`src/rtl/inst_decode_stage.sv`:
```
// Instruction decode stage: decodes RV32/64 base formats at the input and
// queues the decoded fields in a small circular FIFO toward the consumer.
module inst_decode_stage #(
   parameter int unsigned XLEN  = 32,
   parameter int unsigned DEPTH = 2
) (
   input  logic            clk,
   input  logic            rst,
   input  logic            flush,
   input  logic            in_valid,
   output logic            in_ready,
   input  logic [31:0]     inst_in,
   input  logic [XLEN-1:0] pc_in,
   output logic            out_valid,
   input  logic            out_ready,
   output logic [6:0]      opcode,
   output logic [4:0]      rd,
   output logic [4:0]      rs1,
   output logic [4:0]      rs2,
   output logic [2:0]      funct3,
   output logic [6:0]      funct7,
   output logic [XLEN-1:0] imm,
   output logic [2:0]      fmt,
   output logic            illegal,
   output logic [XLEN-1:0] pc_out
);

   localparam int unsigned PW = (DEPTH > 1) ? $clog2(DEPTH) : 1;
   localparam int unsigned CW = $clog2(DEPTH + 1);

   typedef enum logic [2:0] {
      FMT_R   = 3'd0,
      FMT_I   = 3'd1,
      FMT_S   = 3'd2,
      FMT_B   = 3'd3,
      FMT_U   = 3'd4,
      FMT_J   = 3'd5,
      FMT_ILL = 3'd7
   } fmt_e;

   typedef struct packed {
      logic [6:0]      opcode;
      logic [4:0]      rd;
      logic [4:0]      rs1;
      logic [4:0]      rs2;
      logic [2:0]      funct3;
      logic [6:0]      funct7;
      logic [XLEN-1:0] imm;
      fmt_e            fmt;
      logic            illegal;
      logic [XLEN-1:0] pc;
   } entry_t;

   entry_t          dec;
   entry_t          head;
   entry_t          mem [DEPTH];
   logic [PW-1:0]   wr_ptr;
   logic [PW-1:0]   rd_ptr;
   logic [CW-1:0]   count;
   logic            push;
   logic            pop;

   always_comb begin
      dec         = '0;
      dec.opcode  = inst_in[6:0];
      dec.pc      = pc_in;
      dec.fmt     = FMT_ILL;
      dec.illegal = 1'b1;
      unique case (inst_in[6:0])
         7'b0000011, 7'b0010011, 7'b1100111: begin
            dec.fmt     = FMT_I;
            dec.illegal = 1'b0;
            dec.rd      = inst_in[11:7];
            dec.funct3  = inst_in[14:12];
            dec.rs1     = inst_in[19:15];
            dec.imm     = {{(XLEN-11){inst_in[31]}}, inst_in[30:20]};
         end
         7'b0100011: begin
            dec.fmt     = FMT_S;
            dec.illegal = 1'b0;
            dec.funct3  = inst_in[14:12];
            dec.rs1     = inst_in[19:15];
            dec.rs2     = inst_in[24:20];
            dec.imm     = {{(XLEN-11){inst_in[31]}}, inst_in[30:25], inst_in[11:7]};
         end
         7'b0110011: begin
            dec.fmt     = FMT_R;
            dec.illegal = 1'b0;
            dec.rd      = inst_in[11:7];
            dec.funct3  = inst_in[14:12];
            dec.rs1     = inst_in[19:15];
            dec.rs2     = inst_in[24:20];
            dec.funct7  = inst_in[31:25];
         end
         7'b1100011: begin
            dec.fmt     = FMT_B;
            dec.illegal = 1'b0;
            dec.funct3  = inst_in[14:12];
            dec.rs1     = inst_in[19:15];
            dec.rs2     = inst_in[24:20];
            dec.imm     = {{(XLEN-12){inst_in[31]}}, inst_in[7], inst_in[30:25],
                           inst_in[11:8], 1'b0};
         end
         7'b0110111, 7'b0010111: begin
            dec.fmt     = FMT_U;
            dec.illegal = 1'b0;
            dec.rd      = inst_in[11:7];
            dec.imm     = {{(XLEN-31){inst_in[31]}}, inst_in[30:12], 12'b0};
         end
         7'b1101111: begin
            dec.fmt     = FMT_J;
            dec.illegal = 1'b0;
            dec.rd      = inst_in[11:7];
            dec.imm     = {{(XLEN-20){inst_in[31]}}, inst_in[19:12], inst_in[20],
                           inst_in[30:21], 1'b0};
         end
         default: ;
      endcase
   end

   // in_ready depends only on registered count, so no out_ready->in_ready path
   assign in_ready  = (count < CW'(DEPTH));
   assign out_valid = (count != '0);
   assign push      = in_valid & in_ready & ~flush;
   assign pop       = out_valid & out_ready & ~flush;

   function automatic logic [PW-1:0] ptr_inc(input logic [PW-1:0] p);
      return (p == PW'(DEPTH - 1)) ? '0 : p + 1'b1;
   endfunction

   always_ff @(posedge clk) begin
      if (push && !rst)
         mem[wr_ptr] <= dec;
   end

   always_ff @(posedge clk) begin
      if (rst || flush) begin
         count  <= '0;
         wr_ptr <= '0;
         rd_ptr <= '0;
      end else begin
         if (push)
            wr_ptr <= ptr_inc(wr_ptr);
         if (pop)
            rd_ptr <= ptr_inc(rd_ptr);
         if (push && !pop)
            count <= count + 1'b1;
         else if (pop && !push)
            count <= count - 1'b1;
      end
   end

   assign head    = out_valid ? mem[rd_ptr] : '0;
   assign opcode  = head.opcode;
   assign rd      = head.rd;
   assign rs1     = head.rs1;
   assign rs2     = head.rs2;
   assign funct3  = head.funct3;
   assign funct7  = head.funct7;
   assign imm     = head.imm;
   assign fmt     = head.fmt;
   assign illegal = head.illegal;
   assign pc_out  = head.pc;

endmodule

```
`config.mk`:
```
export PLATFORM = sky130hd
export DESIGN_NAME = inst_decode_stage
export DESIGN_NICKNAME = d
export VERILOG_FILES = /design/src/rtl/inst_decode_stage.sv
export SDC_FILE = /design/constraint.sdc
export NUM_CORES = 1
export LEC_CHECK = 0
export BUFFER_PORTS_ARGS = -buffer_cell sky130_fd_sc_hd__buf_2
export CAP_MARGIN = 0
export CORE_MARGIN = 10
export CORE_UTILIZATION = 25
export CTS_CLUSTER_DIAMETER = 60
export DETAILED_ROUTE_END_ITERATION = 16
export MAX_ROUTING_LAYER = met4
export SYNTH_ARGS = -nofsm -noshare
export SYNTH_HDL_FRONTEND = slang
export SYNTH_SLANG_ARGS = --single-unit
```
`constraint.sdc`:
```
create_clock -name clk -period 9.5 [get_ports clk]
set_input_delay 1.425 -clock clk [delete_from_list [all_inputs] [get_ports clk]]
set_output_delay 1.425 -clock clk [all_outputs]
set_load 0.02 [all_outputs]
```
==> impl_metrics.json <==
{
  "status": "complete, no violations",
  "htree_levels": 1,
  "synth-seq-cells": 205,
  "vias": 5119,
  "fin_ws_ns": 4.911,
  "die_width_um": 204.5,
  "grt-ovfl-total": 0,
  "syn_avg_cell_area_um2": 15.23,
  "routed_wl_mm": 21.62,
  "fp-row-count": 67,
  "yosysWarnings": 0,
  "cp_cell_sequence": "buf_4 -> buf_4 -> mux2i_1 -> nor2_1 -> buf_2",
  "drc": 0,
  "synth.area.top_cells": "edfxtp_1 (71%), mux2i_1 (12%), nor2_1 (4.6%)",
  "powerDensity_mw_per_mm2": 190.4,
  "crit_required_ns": 8.08,
  "worst_setup_path_start_kind": "flop",
  "drtIter0Drc": 225,
  "drive_above_1_share": 0.3112,
  "insertion_delay_ns": 0.51,
  "cpPeakStageDelay_ns": 0.70,
  "grt.total_usage": 0.1009,
  "ir_worst_vdd_uv": 125.0,
  "clockBufferDepth": 3,
  "synthFlopType": "edfxtp_1",
  "post-route-util": 0.3180,
  "fmax_ghz": 0.2179,
  "cp_common_cell": "buf_4",
  "maxSlewHeadroom": 0.4136,
  "worstSetupPathType": "flop to primary output",
  "async_flop_share": 0,
  "p_leak_nw": 3.776,
  "syn-instance-count": 559,
  "cts.sink_count": 205,
  "viasPerCell": 4.255,
  "final_nets": 804,
  "cp-end-kind": "primary output",
  "synth_top_area_frac": 0.7055,
  "preCtsSetupSlack_ns": 5.387,
  "post-cts-setup-buffers": 0,
  "syn2layout_area_growth_pct": 25.25,
  "clockRootBuffer": "clkbuf_16",
  "maxCapViolations": 0,
  "synth_cell_types": 47,
  "ctsHoldBuffers": 0,
  "initial_core_util": 0.2539,
  "antenna_found_initial": 3,
  "finalHoldViolations": 0,
  "core_mm2": 0.03353,
  "finalNonFillerCells": 1203,
  "fin_skew_ns": 0.006667,
  "period_share": 0.4830,
  "tns_ns": 0,
  "cts_tree": "yes",
  "die_h_um": 204.5,
  "ys_seq_area_frac": 0.7172,
  "gp_congestion": 0.7484,
  "grt_max_degree": 73,
  "postRouteAntennaNets": 0,
  "placed_cells": 1155,
  "layout_min_cycle_time_ns": 4.589,
  "arrival_ns": 3.16,
  "io_pins": 171,
  "dieArea_mm2": 0.04183,
  "dpl.hpwl_mm": 14.56,
  "synth-edff-count": 200,
  "drv_slew": 0,
  "worst_pin_slew_ns": 0.8748,
  "hp-class": "flop to flop",
  "cts_buffers": 25,
  "path_clk_slew_ns": 0.05,
  "synth_largest_area_cell": "edfxtp_1",
  "syn-num-nets": 629,
  "nFillCells": 3392,
  "cts.repair.resized": 0,
  "rsz0062_at_grt": "no",
  "syn-cell-area_mm2": 0.008513,
  "setup-violations-final": 0,
  "grt_pass1_wl_mm": 31.62,
  "first_global_vias": 5114,
  "place.port_buffers": 170,
  "wire_per_inst_um": 17.97,
  "cp_slowest_cell": "dfxtp_4",
  "dr.pass1.iters": 4,
  "critPathMaxFanout": 39
}
-- final timing paths --
path                               from                  end  slack [ns]  depth (start not counted)
hold / removal      rd_ptr$_SDFFE_PP0P_  rd_ptr$_SDFFE_PP0P_        0.56                          2
hold reg to reg     rd_ptr$_SDFFE_PP0P_  rd_ptr$_SDFFE_PP0P_        0.56                          2
setup reg to reg  count[1]$_SDFFE_PP0P_  mem[1][1]$_DFFE_PP_        6.91                          5
setup / recovery                   flop           pc_out[17]        4.91                          5
-- worst max-delay path: cells and delay by family, from the launching register on --
kind | cells | cell delay (ns)
mux | 1 | 0.29
simple gates | 1 | 0.06
buf+inv | 3 | 1.45
flops | 1 | 0.70
-- power breakdown --
group          switching [mW]  internal, mW
logic                  0.0856        0.0414
clock network           0.360         0.537
registers             0.00493          1.00
-- cells in the final DEF (no fill, tap or decap), drive strengths merged, types with 5 or more instances in the layout --
master,netlist,layout
a21o,8,8
dfxtp,5,5
nor2,105,105
clkbuf,15,27
inv,5,7
nor3b,7,7
edfxtp,200,200
clkinv,0,13
buf,14,177
and2,26,26
mux2i,100,100
nand2,7,7
nor3,6,6
a22o,15,15
-- flip-flops by register name (all words and copies together) (netlist names), named ones only --
register  flops
wr_ptr        1
rd_ptr        1
count         2
mem         200
-- cell families after synthesis --
logic type,count (synthesis),synth area share
buffers and inverters,34,0.01852
multiplexers,101,0.1189
AO/OA/AOI/OAI,40,0.03983
AND/OR/NAND/NOR,174,0.09994
adder cells (fa/ha/maj),1,0.001469
flip-flops,205,0.7172
XOR/XNOR,4,0.004116
-- stage by stage --
| stage | instance area, um^2 | total power [mW] | hold slack [ns] |
|---|---|---|---|
| 2_1_floorplan | 8518 | 1.101 | 0.4947 |
| 5_1_grt | 10660 | 2.113 | 0.5890 |
| 6_report | 10660 | 2.031 | 0.5611 |
| 3_3_place_gp | 9871 | 1.155 | 0.5314 |
| 3_5_place_dp | 9871 | 1.157 | 0.5529 |
| 4_1_cts | 10660 | 2.065 | 0.5694 |
-- synthesized netlist by cell type (3+ instances only) --
cell type,instances
o21ai_0,3
buf_2,12
nor3_1,6
xor2_1,3
mux2i_1,100
dfxtp_1,5
nand4b_1,3
a22o_1,15
nor2_1,105
edfxtp_1,200
a21o_2,7
nor3b_1,7
nand2_1,6
inv_1,5
clkbuf_1,15
a21oi_1,3
and2_1,26
-- layout make-up --
class	count	area [um^2]	area share
inverter	5	18.77	0.001760
timing repair buffer	177	903.4	0.08472
antenna	3	7.507	0.0007041
clock buffer	27	633.1	0.05938
sequential	205	6110	0.5730
multi-input combinational	320	2278	0.2137
tap	448	560.5	0.05257
clock inverter	18	151.4	0.01420
-- metal layers --
layer | global-route usage | vias to the layer above | share of wire
met1 | 0.1320 | 2488 | 0.46
met3 | 0.02543 | 23 | 0.068
li1 | - | 2446 | -
met5 | - | - | 0
met4 | 0.02380 | 0 | 0.019
met2 | 0.1542 | 162 | 0.46
No activity file was read; power rests on OpenSTA's default activity.
